### src/rtl/basemul_pkg.sv
// basemul_pkg: state encoding, output bundle and defaults shared by the basemul control FSM
package basemul_pkg;
    localparam int DEPTH_DEF = 8;
    localparam int PIPE_LAT_DEF = 5;
    localparam int KMAX_DEF = 4;
    typedef enum logic [2:0] {LOAD_P, LOAD_W, ARM, CLR, FILL, RUN, DRAIN, OUT} state_t;
    typedef struct packed {
        logic iscal;
        logic index_a;
        logic index_b;
        logic index_c;
        logic counter_ctrl;
        logic rama_we;
        logic ramb_we;
        logic ramc_we;
        logic readin_a;
        logic readin_b;
        logic cal_pulse;
        logic done;
    } ctrl_t;
    function automatic int npair(input int depth);
        return 1 << (depth - 1);
    endfunction
    // Zero batches means one; anything past kmax is clamped.
    function automatic logic [2:0] clamp_k(input logic [2:0] k, input int kmax);
        return (k == 3'd0) ? 3'd1 : ((int'(k) > kmax) ? 3'(kmax) : k);
    endfunction
endpackage

### src/rtl/basemul_ctrl_fsm_if.sv
// basemul_ctrl_fsm_if: host/datapath handshake bundle around the basemul control FSM
interface basemul_ctrl_fsm_if #(parameter int DEPTH = basemul_pkg::DEPTH_DEF) ();
    logic mode, full_in, cal_en, readout;
    logic [2:0] k_batches;
    logic iscal, index_a_ctrl, index_b_ctrl, index_c_ctrl, counter_ctrl;
    logic rama_we_ok, ramb_we_ok, ramc_we_ok, readin_a_ok, readin_b_ok;
    logic cal_pulse, acc_en, done;
    logic [2:0] batch_idx;
    logic [DEPTH:0] counter;
    modport master (
        output mode, k_batches, full_in, cal_en, readout,
        input iscal, index_a_ctrl, index_b_ctrl, index_c_ctrl, counter_ctrl,
        input rama_we_ok, ramb_we_ok, ramc_we_ok, readin_a_ok, readin_b_ok,
        input cal_pulse, acc_en, done, batch_idx, counter
    );
    modport slave (
        input mode, k_batches, full_in, cal_en, readout,
        output iscal, index_a_ctrl, index_b_ctrl, index_c_ctrl, counter_ctrl,
        output rama_we_ok, ramb_we_ok, ramc_we_ok, readin_a_ok, readin_b_ok,
        output cal_pulse, acc_en, done, batch_idx, counter
    );
endinterface

### src/rtl/basemul_cycle_counter.sv
// basemul_cycle_counter: per-batch cycle counter with the FILL/RUN/DRAIN terminal compares
module basemul_cycle_counter import basemul_pkg::*; #(
    parameter int DEPTH = DEPTH_DEF,
    parameter int PIPE_LAT = PIPE_LAT_DEF
) (
    input  logic           clk,
    input  logic           clr,
    input  logic           en,
    output logic [DEPTH:0] count,
    output logic           fill_end,
    output logic           run_end,
    output logic           drain_end
);
    localparam int CW = DEPTH + 1;
    localparam int NP = npair(DEPTH);
    always_ff @(posedge clk)
        if (clr) count <= '0;
        else if (en) count <= count + 1'b1;
    assign fill_end = count == CW'(PIPE_LAT - 1);
    assign run_end = count == CW'(NP - 1);
    assign drain_end = count == CW'(NP + PIPE_LAT - 1);
endmodule

### src/rtl/basemul_ctrl_fsm.sv
// basemul_ctrl_fsm: load/compute/readout sequencer for the Kyber basemul and tomont datapath
module basemul_ctrl_fsm import basemul_pkg::*; #(
    parameter int DEPTH = DEPTH_DEF,
    parameter int PIPE_LAT = PIPE_LAT_DEF,
    parameter int KMAX = KMAX_DEF
) (
    input logic clk,
    input logic reset,
    input logic set,
    basemul_ctrl_fsm_if.slave bus
);
    state_t state, next_state;
    ctrl_t ctrl, ctrl_d;
    logic mode_q, m_eff, new_job, last_batch, acc_en;
    logic [2:0] k_q, batch_idx;
    logic fill_end, run_end, drain_end;
    logic [DEPTH:0] count;
    logic ld, comp, feed;
    basemul_cycle_counter #(.DEPTH(DEPTH), .PIPE_LAT(PIPE_LAT)) u_cnt (
        .clk(clk),
        .clr(ctrl.cal_pulse || reset),
        .en(ctrl.counter_ctrl && set),
        .count(count),
        .fill_end(fill_end),
        .run_end(run_end),
        .drain_end(drain_end)
    );
    // Mode follows the live input only while a new job is being set up; otherwise the latched job mode.
    assign new_job = (state == OUT) || (state == LOAD_P && batch_idx == 3'd0);
    assign m_eff = new_job ? bus.mode : mode_q;
    assign last_batch = batch_idx >= k_q - 3'd1;
    always_ff @(posedge clk) begin
        if (reset) begin
            state <= LOAD_P;
            ctrl <= '0;
            mode_q <= 1'b0;
            k_q <= 3'd1;
            batch_idx <= 3'd0;
            acc_en <= 1'b0;
        end else if (set) begin
            state <= next_state;
            ctrl <= ctrl_d;
            if (state == LOAD_P && batch_idx == 3'd0) begin
                mode_q <= bus.mode;
                k_q <= clamp_k(bus.k_batches, KMAX);
            end
            if (state == DRAIN && drain_end && !last_batch) begin
                batch_idx <= batch_idx + 3'd1;
                acc_en <= 1'b1;
            end
            if (state == OUT && bus.readout) begin
                batch_idx <= 3'd0;
                acc_en <= 1'b0;
            end
        end
    end
    always_comb begin
        next_state = state;
        case (state)
            LOAD_P: next_state = LOAD_W;
            LOAD_W: next_state = bus.full_in ? ARM : LOAD_W;
            ARM: next_state = bus.cal_en ? CLR : ARM;
            CLR: next_state = FILL;
            FILL: next_state = fill_end ? RUN : FILL;
            RUN: next_state = run_end ? DRAIN : RUN;
            DRAIN: next_state = drain_end ? (last_batch ? OUT : LOAD_P) : DRAIN;
            OUT: next_state = bus.readout ? LOAD_P : OUT;
            default: next_state = LOAD_P;
        endcase
    end
    // Outputs are decoded from the state being entered so they line up with it once registered.
    always_comb begin
        ld = next_state == LOAD_P || next_state == LOAD_W;
        feed = next_state == FILL || next_state == RUN;
        comp = feed || next_state == DRAIN;
        ctrl_d = '0;
        ctrl_d.iscal = comp;
        ctrl_d.counter_ctrl = comp;
        ctrl_d.index_a = feed;
        ctrl_d.index_b = feed && !m_eff;
        ctrl_d.index_c = next_state == RUN || next_state == DRAIN || next_state == OUT;
        ctrl_d.rama_we = ld;
        ctrl_d.ramb_we = ld && !m_eff;
        ctrl_d.ramc_we = next_state == RUN || next_state == DRAIN;
        ctrl_d.readin_a = next_state == LOAD_P;
        ctrl_d.readin_b = next_state == LOAD_P && !m_eff;
        ctrl_d.cal_pulse = next_state == CLR;
        ctrl_d.done = next_state == OUT;
    end
    assign bus.iscal = ctrl.iscal;
    assign bus.index_a_ctrl = ctrl.index_a;
    assign bus.index_b_ctrl = ctrl.index_b;
    assign bus.index_c_ctrl = ctrl.index_c;
    assign bus.counter_ctrl = ctrl.counter_ctrl;
    assign bus.rama_we_ok = ctrl.rama_we;
    assign bus.ramb_we_ok = ctrl.ramb_we;
    assign bus.ramc_we_ok = ctrl.ramc_we;
    assign bus.readin_a_ok = ctrl.readin_a;
    assign bus.readin_b_ok = ctrl.readin_b;
    assign bus.cal_pulse = ctrl.cal_pulse;
    assign bus.done = ctrl.done;
    assign bus.acc_en = acc_en;
    assign bus.batch_idx = batch_idx;
    assign bus.counter = count;
endmodule

### src/flat_wrapper.sv
// flat-port wrapper written by rule: the top's interface ports become plain ports
module basemul_ctrl_fsm_flat import basemul_pkg::*;
#(
    parameter int DEPTH = DEPTH_DEF,
    parameter int PIPE_LAT = PIPE_LAT_DEF,
    parameter int KMAX = KMAX_DEF
)
  (clk, reset, set, bus_mode, bus_k_batches, bus_full_in, bus_cal_en, bus_readout, bus_iscal, bus_index_a_ctrl, bus_index_b_ctrl, bus_index_c_ctrl, bus_counter_ctrl, bus_rama_we_ok, bus_ramb_we_ok, bus_ramc_we_ok, bus_readin_a_ok, bus_readin_b_ok, bus_cal_pulse, bus_acc_en, bus_done, bus_batch_idx, bus_counter);
  basemul_ctrl_fsm_if #(.DEPTH(DEPTH)) bus_i ();
  input logic clk;
  input logic reset;
  input logic set;
  input wire logic [$bits(bus_i.mode)-1:0] bus_mode;
  input wire logic [$bits(bus_i.k_batches)-1:0] bus_k_batches;
  input wire logic [$bits(bus_i.full_in)-1:0] bus_full_in;
  input wire logic [$bits(bus_i.cal_en)-1:0] bus_cal_en;
  input wire logic [$bits(bus_i.readout)-1:0] bus_readout;
  output wire logic [$bits(bus_i.iscal)-1:0] bus_iscal;
  output wire logic [$bits(bus_i.index_a_ctrl)-1:0] bus_index_a_ctrl;
  output wire logic [$bits(bus_i.index_b_ctrl)-1:0] bus_index_b_ctrl;
  output wire logic [$bits(bus_i.index_c_ctrl)-1:0] bus_index_c_ctrl;
  output wire logic [$bits(bus_i.counter_ctrl)-1:0] bus_counter_ctrl;
  output wire logic [$bits(bus_i.rama_we_ok)-1:0] bus_rama_we_ok;
  output wire logic [$bits(bus_i.ramb_we_ok)-1:0] bus_ramb_we_ok;
  output wire logic [$bits(bus_i.ramc_we_ok)-1:0] bus_ramc_we_ok;
  output wire logic [$bits(bus_i.readin_a_ok)-1:0] bus_readin_a_ok;
  output wire logic [$bits(bus_i.readin_b_ok)-1:0] bus_readin_b_ok;
  output wire logic [$bits(bus_i.cal_pulse)-1:0] bus_cal_pulse;
  output wire logic [$bits(bus_i.acc_en)-1:0] bus_acc_en;
  output wire logic [$bits(bus_i.done)-1:0] bus_done;
  output wire logic [$bits(bus_i.batch_idx)-1:0] bus_batch_idx;
  output wire logic [$bits(bus_i.counter)-1:0] bus_counter;
  assign bus_i.mode = bus_mode;
  assign bus_i.k_batches = bus_k_batches;
  assign bus_i.full_in = bus_full_in;
  assign bus_i.cal_en = bus_cal_en;
  assign bus_i.readout = bus_readout;
  assign bus_iscal = bus_i.iscal;
  assign bus_index_a_ctrl = bus_i.index_a_ctrl;
  assign bus_index_b_ctrl = bus_i.index_b_ctrl;
  assign bus_index_c_ctrl = bus_i.index_c_ctrl;
  assign bus_counter_ctrl = bus_i.counter_ctrl;
  assign bus_rama_we_ok = bus_i.rama_we_ok;
  assign bus_ramb_we_ok = bus_i.ramb_we_ok;
  assign bus_ramc_we_ok = bus_i.ramc_we_ok;
  assign bus_readin_a_ok = bus_i.readin_a_ok;
  assign bus_readin_b_ok = bus_i.readin_b_ok;
  assign bus_cal_pulse = bus_i.cal_pulse;
  assign bus_acc_en = bus_i.acc_en;
  assign bus_done = bus_i.done;
  assign bus_batch_idx = bus_i.batch_idx;
  assign bus_counter = bus_i.counter;
  basemul_ctrl_fsm #(.DEPTH(DEPTH), .PIPE_LAT(PIPE_LAT), .KMAX(KMAX)) u_core (.clk(clk), .reset(reset), .set(set), .bus(bus_i));
endmodule
### config.mk
export PLATFORM = sky130hd
export DESIGN_NAME = basemul_ctrl_fsm_flat
export DESIGN_NICKNAME = d
export VERILOG_FILES = /design/src/rtl/basemul_pkg.sv /design/src/rtl/basemul_ctrl_fsm_if.sv /design/src/rtl/basemul_cycle_counter.sv /design/src/rtl/basemul_ctrl_fsm.sv /design/src/flat_wrapper.sv
export SDC_FILE = /design/constraint.sdc
export NUM_CORES = 1
export LEC_CHECK = 0
export BUFFER_PORTS_ARGS = -buffer_cell sky130_fd_sc_hd__buf_2
export CAP_MARGIN = 20
export CORE_AREA = 4 4 64 66
export CTS_CLUSTER_SIZE = 10
export DETAILED_ROUTE_END_ITERATION = 8
export DIE_AREA = 0 0 68 70
export PLACE_DENSITY = 0.7
export SLEW_MARGIN = 25
export SYNTH_ARGS = -nofsm -noshare
export SYNTH_HDL_FRONTEND = slang
export SYNTH_SLANG_ARGS = --single-unit
### constraint.sdc
create_clock -name clk -period 2.6 [get_ports clk]
set_input_delay 0.26 -clock clk [delete_from_list [all_inputs] [get_ports clk]]
set_output_delay 0.26 -clock clk [all_outputs]
set_load 0.05 [all_outputs]
[After elaboration in Yosys (flattened, before gate mapping)]
Index checks and enable logic that the tools add are counted.
Operators by class
  add/sub/neg operators: 3
  order comparisons: 2
  eq/ne operators: 16
  mux-type cells: 15
  reductions and logical operators: 24
Operators with widths (number)
  $eq A3 B3 Y1 const B: 8
  $pmux W3 S8: 1
  $mux W3: 7
  $logic_not A3 Y1: 4
  $add A9 B1 Y9 const B: 1
  $eq A3 B2 Y1 const B: 3
  $eq A9 B3 Y1 const B: 1
  $eq A9 B7 Y1 const B: 1
  $eq A9 B8 Y1 const B: 1
  $logic_and A1 B1 Y1: 8
  $logic_or A1 B1 Y1: 7
  $eq A3 B1 Y1 const B: 2
  $mux W1: 5
  $mux W2: 2
  $reduce_and A2 Y1: 2
  $add A3 B1 Y3 const B: 1
  $ge A3 B3 Y1: 1
  $gt A3 B3 Y1 const B: 1
  $sub A3 B1 Y3 const B: 1
  $logic_not A1 Y1: 2
  $reduce_bool A2 Y1: 1
Storage, ports and cells
  register bits after elaboration: 31
  bits of input ports: 10

[Logic depth before layout (Yosys ltp)]
  depth after elaboration: 8
  mapped depth: 10
  gate-level depth less buffers: 10

[Modules after synthesis]
From an unflattened synthesis, not the netlist that was laid out.
Second synthesis, totals
  cells, all modules: 198
  area total of the unflattened synthesis: 1630.3 µm²
Modules (own cells, without submodules)
  basemul_ctrl_fsm: instances 1, cells an instance 144, area each 1183.6 µm²
  basemul_cycle_counter: instances 1, cells an instance 54, area each 446.7 µm²

[Least setup slack after synthesis]
Ideal clock, no wire load.
  path kind: reg2reg
  from: register u_core.batch_idx[0] (netlist: u_core.bus.batch_idx[0])
  to: register u_core.batch_idx[0] (netlist: u_core.bus.batch_idx[0])
  library setup time: 0.066 ns
  arrival: 2.296 ns
  required time: 2.534 ns
  setup slack: 0.238 ns
  stages on the path, launching flop included: 9
  buffers on the path: 0
  clock period less this slack: 2.362 ns
  cells stage by stage: dfxtp_1 inv_1 ha_1 nor2b_4 o21ai_4 nor4_2 o21ai_2 or3_1 a21oi_2
Between the ends
  longest elaborated chain between the ends: 5
  elaborated cells between the ends (all ways): 8
  classes of those cells: 1 x add/sub; 1 x order compare; 2 x mux; 4 x reduce/logical
Ends and longest elaborated chain
  from (decl): line basemul_ctrl_fsm.sv:15  | logic [2:0] k_q, batch_idx;
  from (signal assigned): line basemul_ctrl_fsm.sv:48  | batch_idx <= batch_idx + 3'd1;
  $ge A3 B3 Y1: line basemul_ctrl_fsm.sv:31  | assign last_batch = batch_idx >= k_q - 3'd1;
  $logic_not A1 Y1: line basemul_ctrl_fsm.sv:47  | if (state == DRAIN && drain_end && !last_batch) begin
  $logic_and A1 B1 Y1: line basemul_ctrl_fsm.sv:47
  $reduce_bool A2 Y1 (no line)
  $reduce_and A2 Y1 (no line)
Parallel ways exist; a longest one is shown, timed or not. The select of a mux whose other input is x is not followed.
A chain may end at the register's enable or synchronous reset.

[Final worst setup path]
  from: register u_core.k_q[0]
  to: register u_core.ctrl, in the netlist u_core.bus.index_c_ctrl
Between the ends
  longest elaborated chain between the ends: 8
  elaborated cells between the ends (all ways): 10
  classes of those cells: 1 x add/sub; 1 x order compare; 3 x eq/ne; 3 x mux; 2 x reduce/logical
Ends and longest elaborated chain
  from (decl): line basemul_ctrl_fsm.sv:15
  from (signal assigned): line basemul_ctrl_fsm.sv:45  | k_q <= clamp_k(bus.k_batches, KMAX);
  $sub A3 B1 Y3 *: line basemul_ctrl_fsm.sv:31
  $ge A3 B3 Y1 *: line basemul_ctrl_fsm.sv:31
  $mux W3 * (2 in a row): line basemul_ctrl_fsm.sv:66  | DRAIN: next_state = drain_end ? (last_batch ? OUT : LOAD_P) : DRAIN;
  $pmux W3 S8 *: line basemul_ctrl_fsm.sv:59  | case (state)
  $eq A3 B3 Y1: line basemul_ctrl_fsm.sv:81  | ctrl_d.index_c = next_state == RUN || next_state == DRAIN || next_state == OUT;
  $logic_or A1 B1 Y1: line basemul_ctrl_fsm.sv:81
  $logic_or A1 B1 Y1 *: line basemul_ctrl_fsm.sv:81
  to (signal assigned): line basemul_ctrl_fsm.sv:42  | ctrl <= ctrl_d;
  to (decl): line basemul_ctrl_fsm.sv:13  | ctrl_t ctrl, ctrl_d;
Every way passes the cells marked *; elsewhere a longest branch is shown, timed or not.

==> results by group <==
Status
  • Status: complete, no violations

Timing
  • Setup Skew: 0.007827 ns
  • Fmax: 415.1 MHz
  • Period Utilization, post-route: 0.9265
  • Final WS setup: 0.1910 ns
  • Hold Vio Cnt, Final: 0
  • Final setup viols: 0
  • Max_slew headroom: 0.6633
  • Tmin final: 2.409 ns
  • RSZ-0062 raised after global routing: no
  • Setup TNS: 0 ns
  • Max Transition Viols Final: 0
  • Slew @ Worst Pin: 0.5046 ns

Worst setup path
  • Cells on worst reg2reg path: 10
  • Critical Path AT: 2.64 ns
  • Most used cell, CP: ha_1
  • Setup CP Type: register to register
  • Slowest CP cell: o311a_1
  • Max stage delay on crit path: 0.38 ns
  • Reg2reg start: u_core.k_q[0]
  • CP max FO: 10
  • Crit-path cells: inv_1 -> ha_1 -> xnor2_1 -> ha_1 -> a21oi_1 -> o21ai_4 -> o311a_1 -> a21oi_4 -> a2111oi_0 -> a31o_1
  • Worst setup SP type: register
  • RR Endpoint: u_core.bus.index_c_ctrl
  • CP Capture Type: register
  • R2R Setup Slk: 0.19 ns
  • CP Depth: 10
  • CP delay by family, top: compound AO/OA/AOI/OAI gates
  • CP Capture Point: u_core.bus.index_c_ctrl
  • Worst path required time: 2.83 ns
  • WP buf/inv: 1
  • Critical Path Start: u_core.k_q[0]

Synth
  • Mapped cell area: 1688 um^2
  • Ys Warns: 0
  • Synth unique cells: 54
  • Mapped Cells: 195
  • Commonest register cell after synthesis: dfxtp_1
  • Mean Syn Cell Area: 8.656 um^2
  • Syn_nets: 213
  • Number of synthesized flops with an enable pin: 0
  • Seq/Total Area, Yosys: 0.3677
  • Asr flop ratio synth: 0
  • Synth Register Bits: 31

Finish
  • Final instance area: 1917 um^2
  • Final cell utilization of the core: 0.5357
  • # diodes: 0
  • Layout cells sized above 1: 0.2445
  • Filler cells: 351
  • Multi-input gate area: 942.2 um^2
  • FF/Latch Area: 620.6 um^2
  • Most frequent cells in the layout: buf_2 (34), dfxtp_1 (31), nand2_1 (22)
  • Commonest non-fill, non-tap cell in the layout: buf_2
  • Nets: 247
  • Area Growth Syn to Fin: 13.57%

Die
  • FP Rows: 22
  • Starting density of the core: 0.4717
  • Core Region: 3578 um^2
  • Full die area: 4760 um^2
  • Die Height: 70 um
  • Die W: 68 um
  • Io pins: 35

Clock tree
  • Setup bufs post-CTS: 0
  • Num CTS Buffers: 5
  • Reg clk slew, reported paths: 0.09 ns
  • Clk_lat worst skew: 0.33 ns
  • CTS tree: yes
  • Hold_buf cts: 0
  • CTS sink count: 31
  • Htree depth: 2
  • Clk buf depth: 2
  • Post-cts sizing count: 0
  • Clk root buf: clkbuf_4

Global routing
  • Vias in the first global route: 1344
  • First-pass GRT wire length: 6099 um
  • GRT Util Overall: 0.1654
  • Initial antenna violation count: 0
  • Total gr overflow: 0
  • Pin count of the biggest net entering global routing: 24

Flow run
  • Max Cap Viol: 0

Pwr
  • Total power: 990.7 uW
  • Power density cells: 516.9 nW/um^2
  • VDD IR max: 0.0003492 V
  • Lkg Pwr: 0.7960 nW

Placement
  • RD Place Congestion: 0.7928
  • DP HPWL: 2580 um
  • Worst slack at placement: 0.1955 ns
  • Cell Area, Placed: 1861 um^2
  • IO buf count: 34

Worst hold path
  • Hold Path Class: input port to register

Drt
  • Vias/cell: 5.238
  • Total wire length: 3558 um
  • DRC: 0
  • Routed WL per cell: 12.84 um
  • Total vias in the final route: 1451
  • ANT nets after route: 0
  • Initial drt markers: 62
  • DRT Pass-1 Iters: 4
-- power by group --
part           internal, mW  switching, mW
Combinational        0.0662          0.127
Clock                 0.125          0.159
Sequential            0.493         0.0197
Total                 0.684          0.306
-- worst min-delay path by stage --
stage,to,cells after the start,slack [ns],from
after floorplan,u_core.k_q[0],2,0.40,reset
after global placement,u_core.bus.ramb_we_ok,2,0.45,u_core.bus.ramb_we_ok
after detailed placement,u_core.bus.done,2,0.46,u_core.bus.done
after CTS,u_core.mode_q,3,0.18,bus_mode
after global routing,u_core.k_q[2],3,0.22,bus_k_batches[2]
final,u_core.mode_q,3,0.19,bus_mode
-- final cells by class --
cell class              instances  area share
clock inverters                 1    0.002611
inverters                      12     0.02350
repair buffers                 37      0.1005
well taps                      48     0.03133
multi-input cells             142      0.4915
clock buffers                   6     0.02676
flip-flops and latches         31      0.3238
-- flip-flops by register name (all words and copies together), names as in the netlist --
| name | cells |
|---|---|
| u_core.u_cnt.count | 9 |
| u_core.bus.batch_idx | 3 |
| u_core.k_q | 3 |
| u_core.state | 3 |
| u_core.bus.acc_en | 1 |
| u_core.bus.cal_pulse | 1 |
| u_core.bus.done | 1 |
| u_core.bus.index_a_ctrl | 1 |
| u_core.bus.index_b_ctrl | 1 |
| u_core.bus.index_c_ctrl | 1 |
| u_core.bus.iscal | 1 |
| u_core.bus.rama_we_ok | 1 |
| u_core.bus.ramb_we_ok | 1 |
| u_core.bus.ramc_we_ok | 1 |
| u_core.bus.readin_a_ok | 1 |
| u_core.bus.readin_b_ok | 1 |
| u_core.mode_q | 1 |
-- kinds of logic (layout without fill, tap and decap cells) --
| family | Yosys count | count (layout) | synth area share |
|---|---|---|---|
| AND/OR/NAND/NOR | 79 | 79 | 0.2550 |
| AO/OA/AOI/OAI | 45 | 45 | 0.1898 |
| flip-flops | 31 | 31 | 0.3677 |
| buffers and inverters | 22 | 56 | 0.07412 |
| adder cells (fa/ha/maj) | 8 | 8 | 0.05931 |
| XOR/XNOR | 7 | 7 | 0.03632 |
| multiplexers | 3 | 3 | 0.01779 |
-- metal layers --
| layer | vias up | GRT usage | part of all wire |
|---|---|---|---|
| met5 | - | 0 | 0 |
| met3 | 4 | 0.06270 | 0.064 |
| li1 | 758 | - | - |
| met1 | 657 | 0.2201 | 0.47 |
| met4 | 0 | 0.06402 | 0.013 |
| met2 | 32 | 0.2377 | 0.45 |
-- through the flow --
step	hold slack [ns]	std cells
2_1_floorplan	0.3954	195
3_3_place_gp	0.4487	270
3_5_place_dp	0.4553	270
4_1_cts	0.1846	277
5_1_grt	0.2156	277
6_report	0.1931	277
-- Yosys cell counts (3+ instances only) --
library cell	instances	area share
xor2_1	4	0.021
a21oi_1	18	0.053
mux2i_1	3	0.018
inv_1	11	0.024
nor2_1	17	0.038
a211oi_1	4	0.018
nor2b_1	3	0.011
nand2_1	22	0.049
ha_1	8	0.059
xnor2_1	3	0.016
nor3_1	3	0.0089
o21ai_0	4	0.012
clkbuf_8	3	0.024
and2_1	3	0.011
or3_1	4	0.015
clkbuf_1	4	0.0089
dfxtp_1	31	0.37
nand3_1	10	0.030
-- worst register-to-register path: stages, from the launching register on --
cell	delay [ns]
dfxtp_1	0.34
inv_1	0.06
ha_1	0.20
xnor2_1	0.13
ha_1	0.29
a21oi_1	0.22
o21ai_4	0.11
o311a_1	0.38
a21oi_4	0.24
a2111oi_0	0.15
a31o_1	0.21
Power figures use the tool's default switching activity.
